<file path="config.mk">
export PLATFORM = sky130hd
export DESIGN_NAME = iiitb_usr_ser_tx
export DESIGN_NICKNAME = d
export VERILOG_FILES = /design/src/rtl/iiitb_usr_pkg.sv /design/src/rtl/iiitb_baud_tick.sv /design/src/rtl/iiitb_usr_ser_tx.sv
export SDC_FILE = /design/constraint.sdc
export NUM_CORES = 1
export LEC_CHECK = 0
export BUFFER_PORTS_ARGS = -buffer_cell sky130_fd_sc_hd__buf_2
export CAP_MARGIN = 0
export CORE_MARGIN = 4
export CORE_UTILIZATION = 37
export CTS_BUF_LIST = sky130_fd_sc_hd__clkbuf_16
export CTS_CLUSTER_SIZE = 10
export DETAILED_ROUTE_END_ITERATION = 10
export REMOVE_ABC_BUFFERS = 1
export SETUP_SLACK_MARGIN = 0.3
export SKIP_CTS_REPAIR_TIMING = 1
export SLEW_MARGIN = 10
export SYNTH_ARGS = -nofsm -noshare
export SYNTH_HDL_FRONTEND = slang
export SYNTH_SLANG_ARGS = --single-unit
</file>
<file path="constraint.sdc">
create_clock -name clock -period 2.5 [get_ports clock]
set_clock_uncertainty 0.1 [all_clocks]
set_input_delay 0.25 -clock clock [delete_from_list [all_inputs] [get_ports clock]]
set_output_delay 0.25 -clock clock [all_outputs]
set_load 0.1 [all_outputs]
</file>
<file path="src/rtl/iiitb_usr_pkg.sv">
// Shared state encoding and line levels for the serial frame transmitter.
package iiitb_usr_pkg;

  typedef enum logic [2:0] {
    IDLE   = 3'd0,
    START  = 3'd1,
    DATA   = 3'd2,
    PARITY = 3'd3,
    STOP   = 3'd4
  } tx_state_t;

  localparam logic LINE_IDLE = 1'b1;
  localparam logic START_BIT = 1'b0;
  localparam logic STOP_BIT  = 1'b1;

endpackage

</file>
<file path="src/rtl/iiitb_baud_tick.sv">
// Bit-period timer: tick marks the last clock of each CLKS_PER_BIT period while run is high.
// pre_tick says the next cycle will tick, letting the caller register tick-aligned outputs.
module iiitb_baud_tick #(
  parameter int CLKS_PER_BIT = 16
) (
  input  logic clock,
  input  logic clear,
  input  logic run,
  output logic tick,
  output logic pre_tick
);

  localparam int CNT_W = (CLKS_PER_BIT > 1) ? $clog2(CLKS_PER_BIT + 1) : 1;
  localparam logic [CNT_W-1:0] LAST = CNT_W'(CLKS_PER_BIT - 1);

  logic [CNT_W-1:0] r_cnt;
  logic [CNT_W-1:0] w_cnt_nxt;

  assign tick      = run && (r_cnt == LAST);
  assign w_cnt_nxt = (!run || tick) ? '0 : r_cnt + 1'b1;
  assign pre_tick  = (w_cnt_nxt == LAST);

  always_ff @(posedge clock or posedge clear) begin
    if (clear) r_cnt <= '0;
    else       r_cnt <= w_cnt_nxt;
  end

endmodule

</file>
<file path="src/rtl/iiitb_usr_ser_tx.sv">
// Serial frame transmitter: start, DATA_W bits LSB first, optional even parity, stop; one word per frame.
// in_ready only while idle; even parity bit enabled by defining IIITB_USR_SER_TX_PARITY_EN.
module iiitb_usr_ser_tx
  import iiitb_usr_pkg::*;
#(
  parameter int DATA_W       = 8,
  parameter int CLKS_PER_BIT = 16
) (
  input  logic              clock,
  input  logic              clear,
  input  logic [DATA_W-1:0] data_in,
  input  logic              in_valid,
  output logic              in_ready,
  output logic              tx_serial,
  output logic              busy,
  output logic              frame_done
);

  localparam int BIT_W = (DATA_W > 1) ? $clog2(DATA_W) : 1;
  localparam logic [BIT_W-1:0] LAST_BIT = BIT_W'(DATA_W - 1);

  tx_state_t         r_state;
  logic [DATA_W-1:0] r_shift;
  logic [DATA_W-1:0] w_shift_nxt;
  logic [BIT_W-1:0]  r_bit_cnt;
  logic              r_tx;
  logic              r_busy;
  logic              r_ready;
  logic              r_done;
  logic              w_run;
  logic              w_tick;
  logic              w_pre_tick;
`ifdef IIITB_USR_SER_TX_PARITY_EN
  logic              r_parity;
`endif

  assign w_run       = (r_state != IDLE);
  assign w_shift_nxt = r_shift >> 1;

  iiitb_baud_tick #(.CLKS_PER_BIT(CLKS_PER_BIT)) u_baud (
    .clock    (clock),
    .clear    (clear),
    .run      (w_run),
    .tick     (w_tick),
    .pre_tick (w_pre_tick)
  );

  always_ff @(posedge clock or posedge clear) begin
    if (clear) begin
      r_state   <= IDLE;
      r_shift   <= '0;
      r_bit_cnt <= '0;
      r_tx      <= LINE_IDLE;
      r_busy    <= 1'b0;
      r_ready   <= 1'b1;
      r_done    <= 1'b0;
`ifdef IIITB_USR_SER_TX_PARITY_EN
      r_parity  <= 1'b0;
`endif
    end else begin
      r_done <= 1'b0;
      case (r_state)
        IDLE: if (in_valid) begin
          r_shift   <= data_in;
          r_bit_cnt <= '0;
`ifdef IIITB_USR_SER_TX_PARITY_EN
          r_parity  <= ^data_in;
`endif
          r_state   <= START;
          r_tx      <= START_BIT;
          r_busy    <= 1'b1;
          r_ready   <= 1'b0;
        end
        START: if (w_tick) begin
          r_state <= DATA;
          r_tx    <= r_shift[0];
        end
        DATA: if (w_tick) begin
          if (r_bit_cnt == LAST_BIT) begin
`ifdef IIITB_USR_SER_TX_PARITY_EN
            r_state <= PARITY;
            r_tx    <= r_parity;
`else
            r_state <= STOP;
            r_tx    <= STOP_BIT;
            r_done  <= w_pre_tick;
`endif
          end else begin
            r_shift   <= w_shift_nxt;
            r_bit_cnt <= r_bit_cnt + 1'b1;
            r_tx      <= w_shift_nxt[0];
          end
        end
`ifdef IIITB_USR_SER_TX_PARITY_EN
        PARITY: if (w_tick) begin
          r_state <= STOP;
          r_tx    <= STOP_BIT;
          r_done  <= w_pre_tick;
        end
`endif
        // frame_done is registered, so it is raised one cycle ahead of the final stop clock
        STOP: if (w_tick) begin
          r_state <= IDLE;
          r_tx    <= LINE_IDLE;
          r_busy  <= 1'b0;
          r_ready <= 1'b1;
        end else begin
          r_done  <= w_pre_tick;
        end
        default: begin
          r_state <= IDLE;
          r_tx    <= LINE_IDLE;
          r_busy  <= 1'b0;
          r_ready <= 1'b1;
        end
      endcase
    end
  end

  assign in_ready   = r_ready;
  assign tx_serial  = r_tx;
  assign busy       = r_busy;
  assign frame_done = r_done;

endmodule

</file>
==> reports/summary.json, run 1 <==
{
  "placed_cells_incl_taps": 168,
  "timing.critical_path.buf_inv": 0,
  "floorplan.die_area_um2": 4200,
  "synth.yosys.warnings": 0,
  "finalSetupViolCount": 0,
  "worstPathArrival_ns": 2.15,
  "power_per_cell_area_nw_per_um2": 1150,
  "number_of_design_rule_violations_left_after_detail_routing": 0,
  "root_buffer": "sky130_fd_sc_hd__clkbuf_16",
  "clock_latency_ns": 0.25,
  "cell_variety_after_synth": 35,
  "die_h_um": 64.8,
  "worstPathCellList": "ha_1 > and3_1 > ha_2 > or4b_1 > nor3_1 > and3_1",
  "vias_in_the_first_global_route": 839,
  "cts_num_sinks": 23,
  "drtIter0Drc": 23,
  "io_buffers": 14,
  "cts_htree_levels": 1,
  "layout.cells.non_filler": 172,
  "netlist_area_um2": 1190,
  "most_common_cell_after_layout_fill_and_taps_aside": "sky130_fd_sc_hd__dfrtp_1",
  "hold_viol": 0,
  "worst_path_most_repeated_cell": "sky130_fd_sc_hd__and3_1",
  "synthTopCellsByArea": "sky130_fd_sc_hd__dfrtp_1, sky130_fd_sc_hd__mux2i_1, sky130_fd_sc_hd__a21oi_1",
  "finalWeightedCongestion": 0.763,
  "worstSetupEndpointType": "flop",
  "share_of_final_layout_standard_cells_stronger_than_drive_strength_1": 0.219,
  "synth.yosys.seq_area_share": 0.484,
  "max_clock_freq_mhz": 487,
  "core_area_um2": 3080,
  "dpl_cell_area_um2": 1270,
  "finalHoldWorstSlack_ns": 0.0698,
  "netlist.top_cell.by_area": "sky130_fd_sc_hd__dfrtp_1",
  "p_leak_nw": 0.661,
  "synthDominantCellAreaShare": 0.440,
  "maxSlewViolCount": 0,
  "max-slew-margin-rel": 0.421,
  "vdd_ir_drop_max_mv": 0.591,
  "finalWirelength_um": 2140,
  "cts_max_path_buffers": 2,
  "crit_path_top_delay_cell": "sky130_fd_sc_hd__or4b_1",
  "top_level_ports": 15,
  "final_period_minus_worst_setup_slack_ns": 2.05,
  "finalPower_mw": 1.55,
  "final.setup.tns_ns": 0,
  "n_fill_cell": 309,
  "register_area_um2": 578,
  "post_dr_wirelength_cell_um": 12.4,
  "max_stage_delay_ns": 0.43,
  "remaining_overflow_grt": 0,
  "pin_count_of_the_biggest_net_entering_global_routing": 24,
  "placement_rows": 20,
  "flops_latches_synth": 23,
  "outcome": "complete, no violations",
  "via_per_inst": 4.90,
  "drt-pass1-iter-count": 6,
  "design_area_um2": 1360,
  "cp.required_ns": 2.59,
  "detail-route-antenna-nets": 0,
  "groute.usage.overall": 0.115,
  "area.growth.synth_to_final_pct": 13.4,
  "detailroute.via_count": 842,
  "syn_inst": 116,
  "diodes": 0,
  "grt_setup_unrepaired": "false",
  "clkTransAtPathRegs_ns": 0.06,
  "initial_core_util": 0.388,
  "multi_input_logic_area_um2": 536,
  "path_class": "flop to flop",
  "setup.worst_path.start_class": "flop",
  "mostFrequentLayoutCells": "sky130_fd_sc_hd__dfrtp_1, sky130_fd_sc_hd__nor2_1, sky130_fd_sc_hd__buf_2",
  "post_synth.cell_area_avg_um2": 10.3,
  "worst-slew-pin-transition_ns": 0.868,
  "floorplan.die.width_um": 64.8,
  "dp_hpwl_um": 1490,
  "antenna_found_initial": 0,
  "grt_pass1_wl_um": 3700,
  "crit_family": "simple AND/OR/NAND/NOR gates",
  "cp_max_fo": 4,
  "nNetsFinal": 144,
  "tritoncts": "yes",
  "cts_made_buffers": 3,
  "hold_path_class": "primary input to asynchronous set/reset pin",
  "finalCritPeriodShare": 0.822,
  "maxCapViolCount": 0
}
==> metal layers <==
metal,global-route usage,share of wire
met1,0.139,0.47
met2,0.179,0.46
met3,0.0451,0.052
met4,0.0554,0.016
met5,0,0
==> path summary, 6_finish.rpt <==
| path | start | endpoint | slack, ns | cells after the start |
|---|---|---|---|---|
| min | clear | u_baud.r_cnt[0]$_DFF_PP0_ | 0.07 | 2 |
| min reg2reg | u_baud.r_cnt[0]$_DFF_PP0_ | u_baud.r_cnt[0]$_DFF_PP0_ | 0.39 | 1 |
| min in group clock | data_in[7] | r_shift[7]$_DFFE_PP0P_ | 0.17 | 3 |
| max in group asynchronous | clear | r_state[0]$_DFFE_PP0P_ | 1.70 | 2 |
| max | u_baud.r_cnt[0]$_DFF_PP0_ | frame_done$_DFF_PP0_ | 0.45 | 6 |
| max reg2reg | u_baud.r_cnt[0]$_DFF_PP0_ | frame_done$_DFF_PP0_ | 0.45 | 6 |
==> Yosys cell counts <==
cell type,count
sky130_fd_sc_hd__a21oi_1,12
sky130_fd_sc_hd__a21oi_2,1
sky130_fd_sc_hd__and3_1,2
sky130_fd_sc_hd__and3b_4,1
sky130_fd_sc_hd__buf_2,4
sky130_fd_sc_hd__buf_6,3
sky130_fd_sc_hd__dfrtp_1,21
sky130_fd_sc_hd__dfstp_2,2
sky130_fd_sc_hd__ha_1,4
sky130_fd_sc_hd__inv_1,7
sky130_fd_sc_hd__inv_2,1
sky130_fd_sc_hd__mux2_1,1
sky130_fd_sc_hd__mux2_4,1
sky130_fd_sc_hd__mux2i_1,10
sky130_fd_sc_hd__nand2_1,2
sky130_fd_sc_hd__nand2_2,1
sky130_fd_sc_hd__nand2b_1,2
sky130_fd_sc_hd__nand3_1,2
sky130_fd_sc_hd__nand3b_1,1
sky130_fd_sc_hd__nand4_1,3
sky130_fd_sc_hd__nor2_1,14
sky130_fd_sc_hd__nor2_2,1
sky130_fd_sc_hd__nor2b_1,1
sky130_fd_sc_hd__nor3_1,3
sky130_fd_sc_hd__o21a_1,2
sky130_fd_sc_hd__o21ai_0,2
sky130_fd_sc_hd__o21ai_1,3
sky130_fd_sc_hd__o22a_1,1
sky130_fd_sc_hd__o22ai_1,1
sky130_fd_sc_hd__o31ai_2,1
sky130_fd_sc_hd__o32a_1,1
sky130_fd_sc_hd__or3_1,1
sky130_fd_sc_hd__or4b_1,1
sky130_fd_sc_hd__xnor2_1,2
sky130_fd_sc_hd__xor2_1,1
==> logic make-up after synthesis <==
kind of cell	Yosys count	synth area share
and+or+nand+nor	35	0.154
xor gates and xnor gates	3	0.0220
buffers and inverters	15	0.0702
muxes	12	0.106
DFF	23	0.484
adders and majority gates	4	0.0419
AOI/OAI and AO/OA	24	0.123
==> registers in the layout, summed over array words and instances, names as in the netlist <==
name	cells
u_baud.r_cnt	5
frame_done	1
in_ready	1
busy	1
r_bit_cnt	3
r_state	3
tx_serial	1
r_shift	8
==> where the power goes <==
| part | leakage, nW | switching (mW) | total [mW] | internal [mW] |
|---|---|---|---|---|
| combinational | 0.343 | 0.355 | 0.556 | 0.201 |
| clock | 0.0423 | 0.123 | 0.337 | 0.213 |
| sequential | 0.275 | 0.130 | 0.660 | 0.530 |
==> cell type report <==
type	instances	share of cell area
flip-flops and latches	23	0.427
multi-input cells	78	0.395
repair buffers	15	0.0572
clock buffers	3	0.0554
well taps	44	0.0406
inverters	8	0.0222
clock inverters	1	0.00277
==> metrics by stage <==
step            util  setup slack [ns]
3_3_place_gp   0.414             0.450
3_5_place_dp   0.414             0.397
2_1_floorplan      -             0.345
4_1_cts        0.439             0.377
5_1_grt        0.440             0.324
6_report       0.440             0.446
Note: power is estimated with default switching activity, not from simulation.
==> inputs of run 2 (changes only) <==
Settings changed: ABC_AREA from default to 1.
Clock period 2.5 ns to 2.1 ns, I/O delays scaled along.
==> run 2 against run 1 <==
  * Non-clock buffer count up 5
  * Total power is 44% lower
  * Via count up 23%
  * Worst setup slack lost 0.064 ns
  * Synthesized cell count grew 34%
  * Global-route usage increased by 2.5 points
==> reports/summary.json, run 2 <==
{
  "outcome": {"value": "complete, no violations", "change": "unchanged"},
  "drt-pass1-iter-count": {"value": 4, "change": "was 6"},
  "clkTransAtPathRegs": {"value": 0.06, "unit": "ns", "change": "about the same"},
  "path_class": {"value": "flop to flop", "change": "unchanged"},
  "worst-slew-pin-transition": {"value": 0.483, "unit": "ns", "change": "was 0.868 ns"},
  "finalCoreUtilization": {"value": 0.476, "change": "was 0.440"},
  "power.switching": {"value": 169, "unit": "uW", "change": "was 609 uW"},
  "initial_core_util": {"value": 0.398, "change": "was 0.388"},
  "io_buffers": {"value": 14, "change": "unchanged"},
  "grt_pass1_wl": {"value": 4810, "unit": "um", "change": "was 3700 um"},
  "share_of_final_layout_standard_cells_stronger_than_drive_strength_1": {"value": 0.281, "change": "was 0.219"},
  "met3WireLength": {"value": 113, "unit": "um", "change": "was 112 um"},
  "tritoncts": {"value": "yes", "change": "unchanged"},
  "synth.yosys.seq_area_share": {"value": 0.461, "change": "was 0.484"},
  "top_layer_used": {"value": "met4", "change": "unchanged"},
  "hold_viol": {"value": 0, "change": "unchanged"},
  "yosys.cell_count.top_type": {"value": "sky130_fd_sc_hd__nand2_1", "change": "was sky130_fd_sc_hd__dfrtp_1"},
  "clock_latency": {"value": 0.26, "unit": "ns", "change": "was 0.25 ns"},
  "area.growth.synth_to_final": {"value": 19.8, "unit": "%", "change": "was 13.4%"},
  "nNetsFinal": {"value": 194, "change": "was 144"},
  "final_period_minus_worst_setup_slack": {"value": 1.72, "unit": "ns", "change": "was 2.05 ns"},
  "sw_frac_of_total": {"value": 0.193, "change": "was 0.392"},
  "synthTopCellsByArea": {"value": "sky130_fd_sc_hd__dfrtp_1, sky130_fd_sc_hd__nand2_1, sky130_fd_sc_hd__nand3_1", "change": "was sky130_fd_sc_hd__dfrtp_1, sky130_fd_sc_hd__mux2i_1, sky130_fd_sc_hd__a21oi_1"},
  "layout.cells.non_filler": {"value": 222, "change": "was 172"},
  "cts_htree_levels": {"value": 1, "change": "unchanged"},
  "p_leak": {"value": 0.838, "unit": "nW", "change": "was 0.661 nW"},
  "wl_met1": {"value": 1240, "unit": "um", "change": "was 1010 um"},
  "detailedPlace.worstSlack": {"value": 0.249, "unit": "ns", "change": "was 0.397 ns"},
  "netlist.top_cell.by_area": {"value": "sky130_fd_sc_hd__dfrtp_1", "change": "unchanged"},
  "cts_max_path_buffers": {"value": 2, "change": "unchanged"},
  "finalWirelength": {"value": 2610, "unit": "um", "change": "was 2140 um"},
  "power_report.internal_total": {"value": 707, "unit": "uW", "change": "was 944 uW"},
  "root_buffer": {"value": "sky130_fd_sc_hd__clkbuf_16", "change": "unchanged"},
  "finalWeightedCongestion": {"value": 0.818, "change": "was 0.763"},
  "design_area": {"value": 1500, "unit": "um2", "change": "was 1360 um2"},
  "die_h": {"value": 66.2, "unit": "um", "change": "was 64.8 um"},
  "detailroute.via_count": {"value": 1035, "change": "was 842"},
  "netlist_area": {"value": 1250, "unit": "um2", "change": "was 1190 um2"},
  "layout_top_registers": {"value": "r_shift x8, u_baud.r_cnt x5", "change": "unchanged"},
  "cts_made_buffers": {"value": 3, "change": "unchanged"},
  "via_per_inst": {"value": 4.66, "change": "was 4.90"},
  "antenna_found_initial": {"value": 0, "change": "unchanged"},
  "worstPathArrival": {"value": 1.80, "unit": "ns", "change": "was 2.15 ns"},
  "number_of_design_rule_violations_left_after_detail_routing": {"value": 0, "change": "unchanged"},
  "max_stage_delay": {"value": 0.38, "unit": "ns", "change": "was 0.43 ns"},
  "worstSetupEndpointType": {"value": "flop", "change": "unchanged"},
  "groute.usage.overall": {"value": 0.140, "change": "was 0.115"},
  "regMostFlops": {"value": "r_shift", "change": "unchanged"},
  "ys_async_sr_fraction": {"value": 1.00, "change": "unchanged"},
  "detail-route-antenna-nets": {"value": 0, "change": "unchanged"},
  "top_level_ports": {"value": 15, "change": "unchanged"},
  "grt_setup_unrepaired": {"value": "false", "change": "unchanged"},
  "synth_flop_cell": {"value": "sky130_fd_sc_hd__dfrtp_1", "change": "unchanged"},
  "vias_in_the_first_global_route": {"value": 1153, "change": "was 839"},
  "finalCritPeriodShare": {"value": 0.818, "change": "was 0.822"},
  "power_frac_comb": {"value": 0.025, "change": "was 0.358"},
  "floorplan.die.width": {"value": 66.2, "unit": "um", "change": "was 64.8 um"},
  "post_synth.cell_area_avg": {"value": 8.04, "unit": "um2", "change": "was 10.3 um2"},
  "power_per_cell_area": {"value": 583, "unit": "nW/um2", "change": "was 1150 nW/um2"},
  "final.setup.tns": {"value": 0, "unit": "ns", "change": "unchanged"},
  "placement_rows": {"value": 20, "change": "unchanged"},
  "synthDominantCellAreaShare": {"value": 0.419, "change": "was 0.440"},
  "crit_path_top_delay_cell": {"value": "sky130_fd_sc_hd__dfrtp_1", "change": "was sky130_fd_sc_hd__or4b_1"},
  "most_common_cell_after_layout_fill_and_taps_aside": {"value": "sky130_fd_sc_hd__nand2_1", "change": "was sky130_fd_sc_hd__dfrtp_1"},
  "max-slew-margin-rel": {"value": 0.680, "change": "was 0.421"},
  "finalSetupViolCount": {"value": 0, "change": "unchanged"},
  "met2_length": {"value": 1230, "unit": "um", "change": "was 987 um"},
  "count_of_flip_flops_with_a_built_in_enable_after_synthesis": {"value": 0, "change": "unchanged"},
  "synth.yosys.warnings": {"value": 0, "change": "unchanged"},
  "flops_latches_synth": {"value": 23, "change": "unchanged"},
  "hold_path_class": {"value": "primary input to flop", "change": "was primary input to asynchronous set/reset pin"},
  "pin_count_of_the_biggest_net_entering_global_routing": {"value": 24, "change": "unchanged"},
  "cp_max_fo": {"value": 5, "change": "was 4"},
  "worst_path_most_repeated_cell": {"value": "sky130_fd_sc_hd__nand2_1", "change": "was sky130_fd_sc_hd__and3_1"},
  "syn_inst": {"value": 156, "change": "was 116"},
  "dp_hpwl": {"value": 1770, "unit": "um", "change": "was 1490 um"},
  "placed_cells_incl_taps": {"value": 213, "change": "was 168"},
  "vdd_ir_drop_max": {"value": 0.260, "unit": "mV", "change": "was 0.591 mV"},
  "cp.required": {"value": 2.19, "unit": "ns", "change": "was 2.59 ns"},
  "pwr-share-seq": {"value": 0.506, "change": "was 0.425"},
  "dpl_cell_area": {"value": 1360, "unit": "um2", "change": "was 1270 um2"},
  "max_ffs_per_register": {"value": 8, "change": "unchanged"},
  "post_dr_wirelength_cell": {"value": 11.8, "unit": "um", "change": "was 12.4 um"},
  "cell_variety_after_synth": {"value": 25, "change": "was 35"},
  "diodes": {"value": 0, "change": "unchanged"},
  "maxSlewViolCount": {"value": 0, "change": "unchanged"},
  "cts_num_sinks": {"value": 23, "change": "unchanged"},
  "maxCapViolCount": {"value": 0, "change": "unchanged"},
  "worstPathCellList": {"value": "ha_1 > nand2_1 > nor2_1 > ha_2 > inv_2 > nand2_1 > inv_1 > o21ai_0 > a21oi_1", "change": "was ha_1 > and3_1 > ha_2 > or4b_1 > nor3_1 > and3_1"},
  "max_clock_freq": {"value": 582, "unit": "MHz", "change": "was 487 MHz"},
  "core_area": {"value": 3150, "unit": "um2", "change": "was 3080 um2"},
  "setup.worst_path.start_class": {"value": "flop", "change": "unchanged"},
  "mostFrequentLayoutCells": {"value": "sky130_fd_sc_hd__nand2_1, sky130_fd_sc_hd__dfrtp_1, sky130_fd_sc_hd__buf_2", "change": "was sky130_fd_sc_hd__dfrtp_1, sky130_fd_sc_hd__nor2_1, sky130_fd_sc_hd__buf_2"},
  "remaining_overflow_grt": {"value": 0, "change": "unchanged"},
  "floorplan.die_area": {"value": 4380, "unit": "um2", "change": "was 4200 um2"},
  "clock_power_share": {"value": 0.469, "change": "was 0.217"},
  "drtIter0Drc": {"value": 47, "change": "was 23"},
  "worst_slack": {"value": 0.382, "unit": "ns", "change": "was 0.446 ns"},
  "ys_top_cells_by_count": {"value": "sky130_fd_sc_hd__nand2_1, sky130_fd_sc_hd__dfrtp_1, sky130_fd_sc_hd__nand3_1", "change": "was sky130_fd_sc_hd__dfrtp_1, sky130_fd_sc_hd__nor2_1, sky130_fd_sc_hd__a21oi_1"}
}
[run 2: cell count changes after synthesis, moves of 3 or more]
cell	before	now
sky130_fd_sc_hd__nand2_2	1	7
sky130_fd_sc_hd__nand2_1	2	61
sky130_fd_sc_hd__buf_2	4	0
sky130_fd_sc_hd__nand2_4	0	3
sky130_fd_sc_hd__nor2_1	14	9
sky130_fd_sc_hd__mux2i_1	10	0
sky130_fd_sc_hd__a21oi_1	12	1
sky130_fd_sc_hd__nand3_1	2	13
sky130_fd_sc_hd__inv_1	7	12
sky130_fd_sc_hd__nor3_1	3	0
[run 2: logic make-up (layout without fill, tap and decap cells)]
family / after synthesis / in the layout / synth area share
AO/OA/AOI/OAI: 8 / 8 / 0.0399
buffers and inverters: 18 / 40 / 0.0659
XOR/XNOR: 1 / 1 / 0.00699
flip-flops: 23 / 23 / 0.461
adder cells (fa/ha/maj): 4 / 4 / 0.0399
AND/OR/NAND/NOR: 102 / 102 / 0.386
[run 2: critical path: cells and delay by family, from the launching register on]
family                   cells  cell delay (ns)
adder cells (fa/ha/maj)      2             0.39
flip-flops                   1             0.38
AND/OR/NAND/NOR              3             0.29
buffers and inverters        2             0.24
AO/OA/AOI/OAI                2             0.24
[run 2: power by group through the flow]
stage / Sequential [mW] / Clock [mW] / Combinational [mW]
final: 0.443 / 0.411 / 0.0215
after global routing: 0.443 / 0.444 / 0.0251
after floorplan: 0.451 / 0 / 0.00686
after CTS: 0.443 / 0.418 / 0.0210
after detailed placement: 0.451 / 0 / 0.0210
after global placement: 0.451 / 0 / 0.0202
[run 2: stage by stage]
step	hold WS, ns	total power, mW
6_report	0.0829	0.876
5_1_grt	0.0993	0.912
4_1_cts	-0.0996	0.883
3_5_place_dp	0.169	0.472
3_3_place_gp	0.163	0.472
2_1_floorplan	0.110	0.458
[run 2: final timing paths]
kind	start	end	slack, ns	depth (start not counted)
max reg2reg	u_baud.r_cnt[0]$_DFF_PP0_	u_baud.r_cnt[3]$_DFF_PP0_	0.38	9
min reg2reg	busy$_DFFE_PP0P_	busy$_DFFE_PP0P_	0.37	2
min	data_in[7]	r_shift[7]$_DFFE_PP0P_	0.08	3
max in group asynchronous	clear	in_ready$_DFFE_PP1P_	1.17	4
max	u_baud.r_cnt[0]$_DFF_PP0_	u_baud.r_cnt[3]$_DFF_PP0_	0.38	9
min in group asynchronous	clear	u_baud.r_cnt[1]$_DFF_PP0_	0.44	4
[run 2: final cells by class]
cell class / instances / area (um2)
repair buffers: 20 / 118
clock buffers: 3 / 75.1
multi-input cells: 115 / 608
well taps: 44 / 55.1
clock inverters: 1 / 3.75
flip-flops and latches: 23 / 578
fillers: 328 / 1650
inverters: 16 / 63.8
[run 2: per-layer routing]
metal,GRT usage,vias to the layer above
li1,-,536
met1,0.171,473
met2,0.233,22
met3,0.0306,4
met4,0.0635,0
met5,0,-
==> inputs of run 3 (changes only) <==
Clock period 2.1 ns to 1.7 ns, I/O delays scaled along.
==> run 3 against run 2 <==
  * Hold slack got worse by 0.036 ns
  * Routed wire length rose by 0.31%
  * Sequential power rose by 24%
  * Clock power rose by 19%
  * Cell count rose by 4.5%
  * Global-route usage fell by 1.4 points
  * Fmax rose by 5.7%
  * Clock-buffer cell count did not move
  * Critical endpoint is now r_bit_cnt[1]$_DFFE_PP0P_
  * Largest power group unchanged
  * Highest routed layer unchanged
==> reports/summary.json, run 3 (synthesis results as in run 2) <==
{
  "layout_top_registers": {"value": "r_shift x8, u_baud.r_cnt x5", "change": "unchanged"},
  "floorplan.die.width": {"value": 66.2, "unit": "um", "change": "unchanged"},
  "power_per_cell_area": {"value": 651, "unit": "nW/um2", "change": "was 583 nW/um2"},
  "cp_num_cells": {"value": 9, "change": "unchanged"},
  "groute.usage.overall": {"value": 0.126, "change": "was 0.140"},
  "detail-route-antenna-nets": {"value": 0, "change": "unchanged"},
  "worst_slack": {"value": 0.0750, "unit": "ns", "change": "was 0.382 ns"},
  "worstSetupEndpointType": {"value": "flop", "change": "unchanged"},
  "clkTransAtPathRegs": {"value": 0.06, "unit": "ns", "change": "about the same"},
  "core_area": {"value": 3150, "unit": "um2", "change": "unchanged"},
  "detailroute.via_count": {"value": 1065, "change": "was 1035"},
  "max_ffs_per_register": {"value": 8, "change": "unchanged"},
  "cts_num_sinks": {"value": 23, "change": "unchanged"},
  "clock_latency": {"value": 0.25, "unit": "ns", "change": "was 0.26 ns"},
  "worst-slew-pin-transition": {"value": 0.486, "unit": "ns", "change": "was 0.483 ns"},
  "cts_htree_levels": {"value": 1, "change": "unchanged"},
  "max-slew-margin-rel": {"value": 0.679, "change": "was 0.680"},
  "pin_count_of_the_biggest_net_entering_global_routing": {"value": 15, "change": "was 24"},
  "crit_family": {"value": "simple AND/OR/NAND/NOR gates", "change": "was adder cells"},
  "finalWeightedCongestion": {"value": 0.805, "change": "was 0.818"},
  "maxSlewViolCount": {"value": 0, "change": "unchanged"},
  "remaining_overflow_grt": {"value": 0, "change": "unchanged"},
  "design_area": {"value": 1640, "unit": "um2", "change": "was 1500 um2"},
  "dp_hpwl": {"value": 1870, "unit": "um", "change": "was 1770 um"},
  "drt-pass1-iter-count": {"value": 3, "change": "was 4"},
  "vdd_ir_drop_max": {"value": 0.314, "unit": "mV", "change": "was 0.260 mV"},
  "detailedPlace.worstSlack": {"value": -0.0714, "unit": "ns", "change": "was 0.249 ns"},
  "crit_path_top_delay_cell": {"value": "sky130_fd_sc_hd__dfrtp_1", "change": "unchanged"},
  "setup.worst_path.start_class": {"value": "flop", "change": "unchanged"},
  "regMostFlops": {"value": "r_shift", "change": "unchanged"},
  "timing.critical_path.buf_inv": {"value": 1, "change": "was 2"},
  "layout.cells.non_filler": {"value": 232, "change": "was 222"},
  "worst_setup_path_startpoint": {"value": "u_baud.r_cnt[1]$_DFF_PP0_", "change": "was u_baud.r_cnt[0]$_DFF_PP0_"},
  "nNetsFinal": {"value": 204, "change": "was 194"},
  "path_class": {"value": "flop to flop", "change": "unchanged"},
  "grt_pass1_wl": {"value": 4220, "unit": "um", "change": "was 4810 um"},
  "share_of_final_layout_standard_cells_stronger_than_drive_strength_1": {"value": 0.378, "change": "was 0.281"},
  "floorplan.die_area": {"value": 4380, "unit": "um2", "change": "unchanged"},
  "maxCapViolCount": {"value": 0, "change": "unchanged"},
  "finalCritPeriodShare": {"value": 0.956, "change": "was 0.818"},
  "tritoncts": {"value": "yes", "change": "unchanged"},
  "n_fill_cell": {"value": 317, "change": "was 328"},
  "root_buffer": {"value": "sky130_fd_sc_hd__clkbuf_16", "change": "unchanged"},
  "grt_setup_unrepaired": {"value": "true", "change": "was false"},
  "top_level_ports": {"value": 15, "change": "unchanged"},
  "hold_path_class": {"value": "primary input to flop", "change": "unchanged"},
  "drtIter0Drc": {"value": 18, "change": "was 47"},
  "diodes": {"value": 0, "change": "unchanged"},
  "initial_core_util": {"value": 0.398, "change": "unchanged"},
  "finalPower": {"value": 1.07, "unit": "mW", "change": "was 876 uW"},
  "worstPathCellList": {"value": "ha_2 > nand2_1 > nor2_1 > ha_2 > inv_4 > nand3_4 > nand2_4 > nand2_1 > o21ai_2", "change": "was ha_1 > nand2_1 > nor2_1 > ha_2 > inv_2 > nand2_1 > inv_1 > o21ai_0 > a21oi_1"},
  "worstRegToRegCells": {"value": 9, "change": "unchanged"},
  "finalSetupViolCount": {"value": 0, "change": "unchanged"},
  "placement_rows": {"value": 20, "change": "unchanged"},
  "dpl_cell_area": {"value": 1440, "unit": "um2", "change": "was 1360 um2"},
  "outcome": {"value": "complete, no violations", "change": "unchanged"},
  "post_dr_wirelength_cell": {"value": 11.3, "unit": "um", "change": "was 11.8 um"},
  "max_clock_freq": {"value": 615, "unit": "MHz", "change": "was 582 MHz"},
  "cp_max_fo": {"value": 14, "change": "was 5"},
  "vias_in_the_first_global_route": {"value": 968, "change": "was 1153"},
  "final_period_minus_worst_setup_slack": {"value": 1.63, "unit": "ns", "change": "was 1.72 ns"},
  "number_of_design_rule_violations_left_after_detail_routing": {"value": 0, "change": "unchanged"},
  "final.setup.tns": {"value": 0, "unit": "ns", "change": "unchanged"},
  "placed_cells_incl_taps": {"value": 221, "change": "was 213"},
  "cp.required": {"value": 1.78, "unit": "ns", "change": "was 2.19 ns"},
  "finalHoldWorstSlack": {"value": 0.0468, "unit": "ns", "change": "was 0.0829 ns"},
  "p_leak": {"value": 0.886, "unit": "nW", "change": "was 0.838 nW"},
  "finalCoreUtilization": {"value": 0.519, "change": "was 0.476"},
  "endpoint": {"value": "r_bit_cnt[1]$_DFFE_PP0P_", "change": "was u_baud.r_cnt[3]$_DFF_PP0_"},
  "hold_viol": {"value": 0, "change": "unchanged"},
  "most_common_cell_after_layout_fill_and_taps_aside": {"value": "sky130_fd_sc_hd__nand2_1", "change": "unchanged"},
  "max_stage_delay": {"value": 0.40, "unit": "ns", "change": "was 0.38 ns"},
  "cts_max_path_buffers": {"value": 2, "change": "unchanged"},
  "cts_made_buffers": {"value": 3, "change": "unchanged"},
  "setup.reg_to_reg.worst_slack": {"value": 0.07, "unit": "ns", "change": "was 0.38 ns"},
  "area.growth.synth_to_final": {"value": 30.6, "unit": "%", "change": "was 19.8%"},
  "io_buffers": {"value": 14, "change": "unchanged"},
  "antenna_found_initial": {"value": 0, "change": "unchanged"},
  "finalWirelength": {"value": 2620, "unit": "um", "change": "was 2610 um"},
  "crit-reg2reg-launch": {"value": "u_baud.r_cnt[1]$_DFF_PP0_", "change": "was u_baud.r_cnt[0]$_DFF_PP0_"},
  "mostFrequentLayoutCells": {"value": "sky130_fd_sc_hd__nand2_1, sky130_fd_sc_hd__dfrtp_1, sky130_fd_sc_hd__buf_4", "change": "was sky130_fd_sc_hd__nand2_1, sky130_fd_sc_hd__dfrtp_1, sky130_fd_sc_hd__buf_2"},
  "via_per_inst": {"value": 4.59, "change": "was 4.66"},
  "worstPathArrival": {"value": 1.71, "unit": "ns", "change": "was 1.80 ns"},
  "worstReg2RegEnd": {"value": "r_bit_cnt[1]$_DFFE_PP0P_", "change": "was u_baud.r_cnt[3]$_DFF_PP0_"},
  "die_h": {"value": 66.2, "unit": "um", "change": "unchanged"}
}
==> run 3: cell types whose count changed in the layout (fill, tap and decap cells not counted), moves of 3 or more <==
cell                      delta
sky130_fd_sc_hd__dfrtp_2     +3
sky130_fd_sc_hd__nand2_2     +4
sky130_fd_sc_hd__buf_4       +8
sky130_fd_sc_hd__dfrtp_1     -3
sky130_fd_sc_hd__nand2_1     -5
==> run 3: how the worst min path moves through the flow <==
stage,from,endpoint,slack [ns],cells after the start
2_1_floorplan,clear,busy$_DFFE_PP0P_,0.07,1
3_3_place_gp,clear,u_baud.r_cnt[1]$_DFF_PP0_,0.06,2
3_5_place_dp,clear,u_baud.r_cnt[1]$_DFF_PP0_,0.06,2
4_1_cts,clear,u_baud.r_cnt[1]$_DFF_PP0_,-0.21,2
5_1_grt,data_in[7],r_shift[7]$_DFFE_PP0P_,0.08,3
6_report,data_in[7],r_shift[7]$_DFFE_PP0P_,0.05,3
==> run 3: layout make-up <==
| type | count | area (um2) | area share |
|---|---|---|---|
| Clock buffer | 3 | 75.1 | 0.0458 |
| Inverter | 16 | 62.6 | 0.0382 |
| Tap cell | 44 | 55.1 | 0.0336 |
| Sequential cell | 23 | 582 | 0.355 |
| Clock inverter | 1 | 3.75 | 0.00229 |
| Timing Repair Buffer | 30 | 214 | 0.131 |
| Multi-Input combinational cell | 115 | 646 | 0.394 |
==> run 3: power by group <==
group          leakage (nW)  internal [mW]  switching, mW
logic                 0.548         0.0114         0.0153
registers             0.296          0.548              0
clock network        0.0423          0.313          0.178
total                 0.886          0.872          0.193
==> run 3: worst reg2reg max path, stage by stage (launching register included) <==
cell and delay, ns:
sky130_fd_sc_hd__dfrtp_1 0.40, sky130_fd_sc_hd__ha_2 0.19, sky130_fd_sc_hd__nand2_1 0.06, sky130_fd_sc_hd__nor2_1 0.04, sky130_fd_sc_hd__ha_2 0.20, sky130_fd_sc_hd__inv_4 0.10, sky130_fd_sc_hd__nand3_4 0.12, sky130_fd_sc_hd__nand2_4 0.21
sky130_fd_sc_hd__nand2_1 0.09, sky130_fd_sc_hd__o21ai_2 0.06
==> run 3: routing by layer <==
layer / global-route usage / wire length, um / vias to the layer above
met5: 0 / 0 / -
met4: 0.0381 / 9 / 0
met3: 0.0289 / 95 / 2
met2: 0.206 / 1320 / 14
met1: 0.163 / 1200 / 491
li1: - / - / 558
